<file path="config.mk">
export PLATFORM = sky130hd
export DESIGN_NAME = uart_rx
export DESIGN_NICKNAME = d
export VERILOG_FILES = /design/src/rtl/uart_rx.sv
export SDC_FILE = /design/constraint.sdc
export NUM_CORES = 1
export LEC_CHECK = 0
export BUFFER_PORTS_ARGS = -buffer_cell sky130_fd_sc_hd__clkbuf_2
export CAP_MARGIN = 5
export CORE_UTILIZATION = 55
export DETAILED_ROUTE_END_ITERATION = 12
export PLACE_DENSITY = 0.8
export SLEW_MARGIN = 20
export SYNTH_ARGS = -nofsm -noshare
export SYNTH_HDL_FRONTEND = slang
export SYNTH_SLANG_ARGS = --single-unit
</file>
<file path="constraint.sdc">
create_clock -name clk_i -period 3.74 [get_ports clk_i]
set_input_delay 0.374 -clock clk_i [delete_from_list [all_inputs] [get_ports clk_i]]
set_output_delay 0.374 -clock clk_i [all_outputs]
set_load 0.02 [all_outputs]
</file>
<file path="src/rtl/uart_rx.sv">
// UART receiver: x16 oversampled, 8 data bits LSB-first, optional parity, one stop bit.
// Produces one registered byte per frame plus parity/framing error flags.
module uart_rx #(
    parameter int SYNC_STAGES = 2
) (
    input  logic       clk_i,
    input  logic       rst_ni,
    input  logic       baud_tick_x16_i,
    input  logic       rx_en_i,
    input  logic       parity_en_i,
    input  logic       parity_odd_i,
    input  logic       rx_i,
    output logic [7:0] rx_data_o,
    output logic       rx_valid_o,
    output logic       rx_parity_err_o,
    output logic       rx_framing_err_o,
    output logic       rx_busy_o
);

    typedef enum logic [2:0] {
        IDLE,
        START,
        DATA,
        PARITY,
        STOP
    } state_e;

    logic [SYNC_STAGES-1:0] sync_q;
    logic                   rx_s;

    state_e     state_q;
    logic [3:0] tick_cnt_q;
    logic [2:0] bit_cnt_q;
    logic       armed_q;
    logic       par_en_q;
    logic       par_odd_q;
    logic       par_err_q;
    logic [7:0] shift_q;
    logic [7:0] data_q;
    logic       valid_q;
    logic       perr_q;
    logic       ferr_q;

    logic [7:0] shift_d;
    logic       par_err_d;
    logic       mid_bit;

    // NOTE: the synchronizer resets to 1 so a reset never looks like a start bit.
    always_ff @(posedge clk_i or negedge rst_ni) begin
        if (!rst_ni) begin
            sync_q <= '1;
        end else begin
            sync_q <= {sync_q[SYNC_STAGES-2:0], rx_i};
        end
    end

    assign rx_s      = sync_q[SYNC_STAGES-1];
    assign shift_d   = {rx_s, shift_q[7:1]};
    assign par_err_d = (^shift_q) ^ rx_s ^ par_odd_q;
    assign mid_bit   = (tick_cnt_q == 4'hF);

    // NOTE: all state uses non-blocking assignments so every register sees pre-edge values.
    always_ff @(posedge clk_i or negedge rst_ni) begin
        if (!rst_ni) begin
            state_q    <= IDLE;
            tick_cnt_q <= '0;
            bit_cnt_q  <= '0;
            armed_q    <= 1'b0;
            par_en_q   <= 1'b0;
            par_odd_q  <= 1'b0;
            par_err_q  <= 1'b0;
            shift_q    <= '0;
            data_q     <= '0;
            valid_q    <= 1'b0;
            perr_q     <= 1'b0;
            ferr_q     <= 1'b0;
        end else begin
            valid_q <= 1'b0;
            if (!rx_en_i) begin
                state_q    <= IDLE;
                tick_cnt_q <= '0;
                bit_cnt_q  <= '0;
                armed_q    <= 1'b0;
            end else if (baud_tick_x16_i) begin
                tick_cnt_q <= tick_cnt_q + 4'd1;
                case (state_q)
                    IDLE: begin
                        tick_cnt_q <= '0;
                        if (rx_s) begin
                            armed_q <= 1'b1;
                        end else if (armed_q) begin
                            armed_q   <= 1'b0;
                            state_q   <= START;
                            par_en_q  <= parity_en_i;
                            par_odd_q <= parity_odd_i;
                        end
                    end
                    START: begin
                        // Eighth tick after detection is the middle of the start bit.
                        if (tick_cnt_q == 4'd7) begin
                            tick_cnt_q <= '0;
                            bit_cnt_q  <= '0;
                            state_q    <= rx_s ? IDLE : DATA;
                        end
                    end
                    DATA: begin
                        if (mid_bit) begin
                            shift_q   <= shift_d;
                            bit_cnt_q <= bit_cnt_q + 3'd1;
                            if (bit_cnt_q == 3'd7) begin
                                state_q <= par_en_q ? PARITY : STOP;
                            end
                        end
                    end
                    PARITY: begin
                        if (mid_bit) begin
                            par_err_q <= par_err_d;
                            state_q   <= STOP;
                        end
                    end
                    STOP: begin
                        if (mid_bit) begin
                            data_q  <= shift_q;
                            perr_q  <= par_en_q & par_err_q;
                            ferr_q  <= ~rx_s;
                            valid_q <= 1'b1;
                            state_q <= IDLE;
                        end
                    end
                    default: state_q <= IDLE;
                endcase
            end
        end
    end

    assign rx_data_o        = data_q;
    assign rx_valid_o       = valid_q;
    assign rx_parity_err_o  = perr_q;
    assign rx_framing_err_o = ferr_q;
    assign rx_busy_o        = (state_q != IDLE);

endmodule

</file>
* Word level (Yosys, flattened, before mapping)
Cells that the tools add are included.
** Word-level totals
- Bits in registers :: 35
- Bits in latches :: 0
- Bits in writable memories :: 0
- ROM bits :: 0
- Output and inout port bits :: 12
- Word-level logic and storage cells :: 75
- Memories :: 0
** Operators by class
- Add/sub/neg operators :: 2
- $mul :: 0
- Divide/modulo/power cells :: 0
- Order comparisons :: 0
- Equality and inequality tests :: 17
- Shift-type cells :: 0
- Muxes and demuxes :: 29
- Bitwise operators :: 4
- Reduce and logical (&&, ||, !) cells :: 10
** Operators with widths (count)
- $mux 3 :: 14
- $ne 3x3->1 const B :: 7
- $reduce_and 4->1 :: 4
- $pmux 3 s5 :: 1
- $mux 4 :: 3
- $mux 1 :: 8
- $pmux 4 s2 :: 1
- $reduce_and 8->1 :: 1
- $reduce_xor 8->1 :: 1
- $eq 3x2->1 const B :: 2
- $eq 3x3->1 const B :: 2
- $pmux 3 s2 :: 1
- $reduce_and 5->1 :: 1
- $add 4x1->4 const B :: 1
- $eq 4x3->1 const B :: 1
- $eq 4x4->1 const B :: 1
- $add 3x1->3 const B :: 1
- $eq 3x1->1 const B :: 1
- $logic_not 3->1 :: 1
- $ne 3x1->1 const B :: 1
- $reduce_bool 3->1 :: 1
- $mux 2 :: 1
- $ne 2x1->1 const B :: 1
- $ne 2x2->1 const B :: 1
- 4 further kinds :: 5

* Longest topological paths before layout
Gate-level depths: netlist of run 1.
- Word-level depth :: 6
- Mapped depth :: 6

* Worst setup path after synthesis of run 1
No wires, ideal clock.
- Path kind :: reg-to-reg
- From :: reg tick_cnt_q[0]
- To :: reg data_q[2] (netlist: rx_data_o[2])
- Library setup time :: 0.125 ns
- Arrival :: 1.707 ns
- Required time :: 3.615 ns
- Slack :: 1.908 ns
- Stages on the path, launching flop included :: 6
- Buffers on the path :: 1
- Period minus slack after synthesis :: 1.832 ns
- Path through :: dfrtp_1 ha_1 nand3_2 or4_4 buf_6 mux2_4
** On the way
- Cells in the longest elaborated chain, start to end :: 2
** Ends and longest elaborated chain
- from (decl) :: line 32 : logic [3:0] tick_cnt_q;
- from (signal assigned) :: line 85 : tick_cnt_q <= tick_cnt_q + 4'd1;
- $eq 4x4->1 :: line 60 : assign mid_bit = (tick_cnt_q == 4'hF);
- $reduce_and 4->1 (no line)
- to (signal assigned) :: line 123 : data_q <= shift_q;
- to (decl) :: line 39 : logic [7:0] data_q;
Every way passes these cells.
A chain may end at the register's enable or synchronous reset.

* Worst setup path in the final report of run 1
- From :: reg state_q[0]
- To :: reg state_q[2]
** On the way
- Cells in the longest elaborated chain, start to end :: 4
- Elaborated cells between the ends (all ways) :: 16
- Those cells by class :: eq/ne (11); mux (3); reduce/logical (2)
** Ends and longest elaborated chain
- from (decl) :: line 31 : state_e state_q;
- from (signal assigned) :: line 103 : state_q <= rx_s ? IDLE : DATA;
- from (signal assigned) :: line 111 : state_q <= par_en_q ? PARITY : STOP;
- $eq 3x3->1 (tied with other cells) :: line 86 : case (state_q)
- $pmux 3 s5 :: line 86
- $mux 3 :: line 84 : end else if (baud_tick_x16_i) begin
- $mux 3 :: line 79 : if (!rx_en_i) begin
Several ways; a longest one is shown, not always the timed one. The select of a mux whose other input is x is not followed.

==> results of run 1 <==
[metrics by stage]
| stage | total power, W | utilization (%) | setup slack (ns) | area (um2) | hold slack (ns) |
|---|---|---|---|---|---|
| 3_3_place_gp | 0.0004756 | 61.36 | 1.805 | 1858 | 0.3467 |
| 2_1_floorplan | 0.0004555 | - | 1.908 | 1754 | 0.07841 |
| 6_report | 0.0007541 | 64.21 | 1.706 | 1944 | 0.1108 |
| 5_1_grt | 0.0007823 | 64.21 | 1.598 | 1944 | 0.09228 |
| 3_5_place_dp | 0.0004786 | 61.36 | 1.736 | 1858 | 0.3491 |
| 4_1_cts | 0.0007618 | 64.21 | 1.730 | 1944 | 0.09498 |
[where the power goes]
| part | internal [W] | switching, W |
|---|---|---|
| clock network | 0.000158 | 0.000125 |
| logic | 0.0000290 | 0.0000353 |
| registers | 0.000391 | 0.0000163 |
| total | 0.000578 | 0.000177 |
[logic make-up after synthesis]
kind of cell             after synthesis  synth area share [%]
multiplexers                          23                 15.98
adder cells (fa/ha/maj)                3                 2.140
AND/OR/NAND/NOR                       40                 14.41
AO/OA/AOI/OAI                         22                 8.988
buffers and inverters                 11                 3.637
flip-flops                            35                 50.07
XOR/XNOR                               8                 4.779
[layout by cell type, fill, tap and decap left out, drive strengths merged, types with 2 or more instances in the layout]
| cell type | instances |
|---|---|
| nor2 | 3 |
| o41ai | 2 |
| inv | 6 |
| a21oi | 3 |
| and2 | 3 |
| clkbuf | 24 |
| ha | 3 |
| a22o | 2 |
| nand3 | 4 |
| xnor2 | 7 |
| nand3b | 3 |
| mux2 | 22 |
| nor3 | 3 |
| dfrtp | 33 |
| o22ai | 2 |
| nand2 | 10 |
| nand2b | 2 |
| nor4 | 2 |
| o21ai | 6 |
| dfstp | 2 |
[area by class of cell]
class,count,area share (%)
repair buffers,18,4.633
clock buffers,6,2.638
multi-input cells,96,41.76
flip-flops and latches,35,45.17
inverters,6,1.158
clock inverters,2,1.802
well taps,44,2.831
[layer usage]
layer | track usage [%] | share of wire, % | up-vias | wire, um
li1 | - | - | 555 | -
met1 | 27.96 | 47 | 607 | 1462
met2 | 32.35 | 47 | 35 | 1460
met3 | 5.275 | 4.2 | 6 | 131
met4 | 9.184 | 1.9 | 0 | 58
met5 | 0 | 0 | - | 0
[critical path, cell delays in order, from the launching register on]
cell      delay [ns]
dfrtp_1         0.56
or3b_1          0.44
a41o_1          0.28
a311oi_1        0.28
mux2_2          0.37
[registers in the layout, indices dropped and copies added (netlist names)]
name and count:
armed_q 1, bit_cnt_q 3, par_en_q 1, par_err_q 1
par_odd_q 1, rx_data_o 8, rx_framing_err_o 1, rx_parity_err_o 1
rx_valid_o 1, shift_q 8, state_q 3, sync_q 2
tick_cnt_q 4
[path summary, 6_finish.rpt]
check | cells after the start | from | slack [ns] | to
worst max-delay path | 4 | state_q[0] | 1.71 | state_q[2]
worst min-delay path | 1 | rst_ni | 0.11 | rx_data_o[6]
worst max register to register | 4 | state_q[0] | 1.71 | state_q[2]
worst min register to register | 0 | sync_q[0] | 0.36 | sync_q[1]
max in group asynchronous | 1 | rst_ni | 3.08 | tick_cnt_q[2]
min in group clk_i | 1 | rx_i | 0.11 | sync_q[0]
==> metrics.cfg, run 1 <==
[timing]
finalHoldViolCount=0
rsz0062_at_grt=no
worstMarginPinSlew_ns=0.8462
maxSlewViolCount=0
timing.final.crit_share_pct=54.38
finalCriticalPeriod_ns=2.034
fmax_mhz=491.7
clock_skew_ns=0.01233
fin_tns_setup_ns=0
setup_viol=0
maxSlewHeadroom_pct=43.58

[clocking]
root_buffer=clkbuf_4
cts_tree=built
cts-htree-levels=2
post_cts_buffers=0
ctsHoldBuffers=0
cts_resized=0
clock_latency_ns=0.34
cts_sinks=35
cts_buffers=5
path_clk_slew_ns=0.11
cts_buffer_depth=2

[global_route]
grt_max_degree=36
grtUsageTotal_pct=20.87
grt_antenna_before_repair=0
grt_pass1_vias=1146
grt.overflow.total=0
grt_pass1_wl_um=5188

[final_layout]
final_nets=172
syn2layout_area_growth_pct=10.84
num-fill-cells=230
drive_gt1_share_pct=34.97
seq_area_um2=878.3
final_cells=207
diodes=0
multiInputGateArea_um2=812.0

[synth]
yosys.cell_count.top_type=dfrtp_1
synth_edf_count=0
synth_top_area_share_pct=47.08
synth_nets=152
synth_area_mm2=0.001754
ys_ff_latch=35
yosys_warnings=0
yosys.area.top_type=dfrtp_1
async_reset_ff_share_pct=100.0
avgSynthCellArea_um2=12.35
synth.area.top_cells=dfrtp_1 47%, mux2_2 10%, mux2_4 5.1%
postSynthCellCount=142
synthFlopType=dfrtp_1
synth_commonest_cells=33 x dfrtp_1, 16 x mux2_2, 10 x nand2_1, 7 x xnor2_1
yosysSeqAreaShare_pct=50.07
ys_types=47

[routing]
drt_iter0_drc=75
dr.pass1.iters=4
routed_wirelength_um=3112
drc=0
wl_per_cell_um=15.03
routed_via_density=5.812
num_vias=1203
ant_nets=0

[floorplanning]
dieWidth_um=58.48
rows=20
start_util_pct=57.93
dieArea_mm2=0.003419
die_h_um=58.48
ioPinCount=19
core-area_mm2=0.003028

[worst_setup_path]
critical_path_arrival_ns=2.26
crit_required_ns=3.97
crit_type=flop to flop
critPathLaunchType=flop
cp-end-kind=flop
crit_fanout=14

[placed_design]
post-dp-hpwl_um=2187
portBuffers=18
dp_cells=199
globalplace.congestion=0.8495

[min_path]
hp-class=input pin to asynchronous set/reset pin

[job]
drv_cap=0

[power]
power.leakage_nw=0.9365
ir_drop_uv=188.1
power.density_mw_per_mm2=387.8

[run_status]
status=finished, final reports clean

Note: power is estimated with default switching activity, not from simulation.
==> inputs of run 2 (changes only) <==
--- a/config.mk
+++ b/config.mk
@@ -7,7 +7,7 @@
 export LEC_CHECK = 0
 export BUFFER_PORTS_ARGS = -buffer_cell sky130_fd_sc_hd__clkbuf_2
 export CAP_MARGIN = 5
-export CORE_UTILIZATION = 55
+export CORE_UTILIZATION = 52
 export DETAILED_ROUTE_END_ITERATION = 12
 export PLACE_DENSITY = 0.8
 export SLEW_MARGIN = 20
==> constraint.sdc (replaced) <==
create_clock -name clk_i -period 1.72 [get_ports clk_i]
set_input_delay 0.172 -clock clk_i [delete_from_list [all_inputs] [get_ports clk_i]]
set_output_delay 0.172 -clock clk_i [all_outputs]
set_load 0.02 [all_outputs]
==> run 2 against run 1 <==
Net effect:
- the flow now finishes with violations (negative setup slack)
- combinational power rose to 3.3 times the previous value
- global-route usage is 2.8 points higher
- first-iteration DRC count decreased by 44%
- clock-buffer cell count did not move
- worst hold slack got worse by 0.055 ns
- cell area up 14%
- critical endpoint is now rx_data_o[2]
- cell count is 11% higher
- sequential share of layout area shrank 5.5 points
- non-clock buffer count grew 23
- register-to-register slack worse by 1.7 ns
- setup slack got worse by 1.7 ns
- total power increased by 140%
==> metrics.cfg, run 2 (synthesis gave the netlist of run 1 again) <==
[timing]
finalWorstSetupSlack_ns=-0.02760
fmax_mhz=572.2
finalCriticalPeriod_ns=1.748
maxSlewHeadroom_pct=71.21
clock_skew_ns=0.008159
maxSlewViolCount=0
worstMarginPinSlew_ns=0.4318
finalHoldViolCount=0
timing.final.crit_share_pct=101.6
rsz0062_at_grt=yes
setup_viol=9

[worst_setup_path]
reg2reg_from=tick_cnt_q[1]
cpPeakStageDelay_ns=0.61
critical_path_arrival_ns=1.99
crit_fanout=12
critPathLaunchType=flop
cp_slowest_cell=or4_4
crit_path_start=tick_cnt_q[1]
crit_required_ns=1.96
crit_type=flop to flop
crit_chain=ha_4, nand3_4, or4_4, mux2_4
cp-end-kind=flop

[floorplanning]
start_util_pct=56.08
ioPinCount=19
core-area_mm2=0.003128
dieArea_mm2=0.003610
die_h_um=60.08
dieWidth_um=60.08
rows=20

[placed_design]
post-dp-hpwl_um=2538
portBuffers=18
globalplace.congestion=0.9618
dp_cells=218
pre_cts_ws_ns=-0.07737

[clocking]
cts-htree-levels=2
cts_buffers=5
path_clk_slew_ns=0.11
cts_buffer_depth=2
clock_latency_ns=0.34
cts_tree=built
cts_sinks=35
root_buffer=clkbuf_4

[global_route]
grt_pass1_vias=1239
grt_pass1_wl_um=6030
grtUsageTotal_pct=23.62
grt_antenna_before_repair=0
grt_max_degree=36
grt.overflow.total=0

[power]
power.leakage_nw=1.061
ir_drop_uv=675.8
power.density_mw_per_mm2=819.8

[final_layout]
layout_common_cells=32 x dfrtp_1, 19 x buf_4, 18 x clkbuf_2
final_nets=195
final_common_cell=dfrtp_1
drive_gt1_share_pct=45.70
syn2layout_area_growth_pct=26.46
diodes=0
final_cells=230

[run_status]
status=finished with violations
violations=negative setup slack

[routing]
routed_wirelength_um=3666
ant_nets=0
drc=0
num_vias=1297
wl_per_cell_um=15.94
drt_iter0_drc=42
dr.pass1.iters=4
routed_via_density=5.639

[min_path]
hp-class=input pin to flop
min_from=parity_odd_i

[job]
drv_cap=0

==> run 2: cell types whose count changed in the layout (fill, tap and decap cells not counted), sizes merged <==
cell         previous run  this run
buf                     0        21
dlygate4sd3             0         2
bufinv                  1         2
clkinv                  1         0
==> run 2: what timing repair did <==
action | in CTS | in global routing
buffers inserted | 1 | 0
pin swaps | 2 | 2
endpoints found under the hold margin | 34 | 0
gates resized for setup | 2 | 9
gates cloned | 0 | 1
endpoints found under the setup margin | 18 | 20
hold buffers | 2 | 0
==> run 2: path summary, 6_finish.rpt <==
kind                                 to  slack [ns]  depth (start not counted)
max                        rx_data_o[2]       -0.03                          4
min                           par_odd_q        0.06                          2
max reg2reg                rx_data_o[2]       -0.03                          4
min reg2reg                   sync_q[1]        0.35                          0
max in group asynchronous     sync_q[0]        0.99                          3
min in group asynchronous     par_odd_q        0.38                          3
==> run 2: critical path, delay by kind of cell, from the launching register on <==
family | cells | cell delay, ns
adder cells (fa/ha/maj) | 1 | 0.20
AND/OR/NAND/NOR | 2 | 0.69
multiplexers | 1 | 0.33
flip-flops | 1 | 0.41
==> run 2: power by group <==
group	switching (W)	internal, W
logic	0.000111	0.000102
clock network	0.000280	0.000454
registers	0.0000237	0.000849
==> run 2: through the flow <==
step	cell area, um2	utilization (%)	hold slack (ns)	total power, W	TNS [ns]
floorplan	1785	-	-0.1236	0.0009964	-0.1514
global placement	2032	64.96	0.2221	0.001079	-0.08325
detailed placement	2032	64.96	0.2274	0.001087	-0.6039
CTS	2172	69.44	0.04231	0.001830	-0.1549
global route	2218	70.92	0.05155	0.001894	-0.4924
finish	2218	70.92	0.05617	0.001819	-0.1854
==> run 2: metal layers <==
layer	vias up	part of all wire, %	wire (um)	GRT usage (%)
met5	-	0	0	0
met4	0	0.95	35	7.973
met3	5	5.0	182	6.926
met2	40	50	1841	36.03
met1	650	44	1607	32.16
li1	602	-	-	-
==> run 2: area by class of cell <==
type	count	area, um2
Tap cell	44	55.05
Fill cell	236	909.6
Inverter	6	22.52
Multi-Input combinational cell	96	884.6
Clock inverter	2	60.06
Clock buffer	6	41.29
Timing Repair Buffer	41	275.3
Sequential cell	35	879.6
==> inputs of run 3 (changes only) <==
--- a/config.mk
+++ b/config.mk
@@ -9,7 +9,7 @@
 export CAP_MARGIN = 5
 export CORE_UTILIZATION = 52
 export DETAILED_ROUTE_END_ITERATION = 12
-export PLACE_DENSITY = 0.8
+export PLACE_DENSITY_LB_ADDON = 0.12
 export SLEW_MARGIN = 20
 export SYNTH_ARGS = -nofsm -noshare
 export SYNTH_HDL_FRONTEND = slang
==> run 3 against run 2 <==
Net effect:
- the run still ends with negative setup slack left
- clock skew grew 0.012 ns
- maximum frequency shrank 0.90%
- utilization grew 1.2 points
- wire length grew 6.1%
- combinational power grew 11%
- sequential share of layout area shrank 0.64 points
- largest power group unchanged
==> metrics.cfg, run 3 (synthesis gave the netlist of run 1 again) <==
[timing]
whs_ns=0.06885
fin_tns_setup_ns=-0.1190
maxSlewHeadroom_pct=66.17
worstMarginPinSlew_ns=0.4947
maxSlewViolCount=0
rsz0062_at_grt=yes
finalCriticalPeriod_ns=1.764
setup_viol=5
finalHoldViolCount=0
fmax_mhz=567.0
clock_skew_ns=0.02047
timing.final.crit_share_pct=102.5
finalWorstSetupSlack_ns=-0.04353

[routing]
routed_wirelength_um=3890
routed_via_density=5.570
drc=0
dr.pass1.iters=4
drt_iter0_drc=78
wl_per_cell_um=16.55
num_vias=1309
ant_nets=0

[min_path]
hp-class=input pin to flop

[floorplanning]
dieArea_mm2=0.003610
core-area_mm2=0.003128
rows=20
ioPinCount=19
dieWidth_um=60.08
start_util_pct=56.08
die_h_um=60.08

[global_route]
grt_pass1_wl_um=6251
grt_max_degree=36
grt.overflow.total=0
grtUsageTotal_pct=24.82
grt_pass1_vias=1314
grt_antenna_before_repair=0

[clocking]
cts_tree=built
cts_sinks=35
root_buffer=clkbuf_4
path_clk_slew_ns=0.12
cts-htree-levels=2
clock_latency_ns=0.34
cts_buffers=5
cts_buffer_depth=2

[final_layout]
final_common_cell=dfrtp_1
num-fill-cells=225
diodes=0
drive_gt1_share_pct=47.64
final_area_mm2=0.002255
post-route-util_pct=72.08
final_nets=200
syn2layout_area_growth_pct=28.53
layout_common_cells=32 x dfrtp_1, 23 x buf_4, 18 x clkbuf_2

[worst_setup_path]
crit_family=flip-flops
path_buf_inv=2
crit_required_ns=1.95
critical_path_arrival_ns=1.99
crit_fanout=4
reg2reg_from=state_q[0]
cp_slowest_cell=dfrtp_1
crit_chain=buf_6, and3b_2, a21oi_2, o41ai_2, buf_4, mux2_4
worstSetupEndpoint=bit_cnt_q[2]
crit_path_start=state_q[0]
cpPeakStageDelay_ns=0.42
reg2regPathDepth=6
rr_endpoint=bit_cnt_q[2]
cp.depth=6
cp-end-kind=flop
critPathLaunchType=flop
reg2reg_slack_ns=-0.04
crit_type=flop to flop

[placed_design]
globalplace.congestion=0.8668
portBuffers=18
place_area_mm2=0.002039
post-dp-hpwl_um=2610

[job]
drv_cap=0

[power]
ir_drop_uv=494.1
power.leakage_nw=1.080
power.density_mw_per_mm2=699.4

[run_status]
violations=negative setup slack
status=finished with violations

[run 3: cell count changes in the layout (fill, tap and decap cells not counted), sizes merged]
| cell | delta |
|---|---|
| clkbuf | +1 |
| buf | +4 |
| or4 | +1 |
| bufinv | -2 |
| clkinv | +1 |
[run 3: through the flow]
stage	cells	worst slack, ns	total power (W)
2_1_floorplan	142	-0.02524	0.0009964
3_3_place_gp	219	-0.04742	0.001079
3_5_place_dp	219	-0.1205	0.001089
4_1_cts	230	-0.01419	0.001569
5_1_grt	235	-0.08188	0.001651
6_report	235	-0.04353	0.001577
[run 3: how the worst min path moves through the flow]
| stage | to | cells after the start | slack (ns) | from |
|---|---|---|---|---|
| after floorplan | armed_q | 0 | -0.12 | rst_ni |
| after global placement | rx_data_o[5] | 2 | 0.22 | rst_ni |
| after detailed placement | rx_data_o[5] | 2 | 0.23 | rst_ni |
| after CTS | par_en_q | 2 | 0.06 | parity_en_i |
| after global routing | par_en_q | 2 | 0.06 | parity_en_i |
| final | par_en_q | 2 | 0.07 | parity_en_i |
[run 3: power by group]
part	internal (W)	switching [W]	leakage [nW]
clock	0.000198	0.000268	0.0353
sequential	0.000849	0.0000255	0.474
combinational	0.000117	0.000119	0.571
[run 3: worst register-to-register path, cell delays in order, from the launching register on]
cell	delay [ns]
dfrtp_1	0.42
buf_6	0.14
and3b_2	0.23
a21oi_2	0.03
o41ai_2	0.36
buf_4	0.19
mux2_4	0.29
[run 3: layout make-up]
| cell class | count | area [um2] | share of cell area (%) |
|---|---|---|---|
| clock buffer | 7 | 55.05 | 2.442 |
| clock inverter | 1 | 5.005 | 0.2220 |
| inverter | 6 | 22.52 | 0.9989 |
| multi-input combinational | 97 | 932.1 | 41.34 |
| sequential | 35 | 879.6 | 39.01 |
| tap | 44 | 55.05 | 2.442 |
| timing repair buffer | 45 | 305.3 | 13.54 |
[run 3: routing by layer]
layer	share of wire [%]	global-route usage (%)
met1	46	32.58
met2	49	38.25
met3	3.7	6.926
met4	1.5	10.96
met5	0	0
[run 3: what timing repair did]
item                                    in CTS  in global routing
pin swaps                                    1                  3
hold buffers                                 2                  0
endpoints found under the hold margin       34                  0
gates cloned                                 1                  0
endpoints found under the setup margin      18                 22
setup buffers                                0                  5
resized for setup                            5                 15
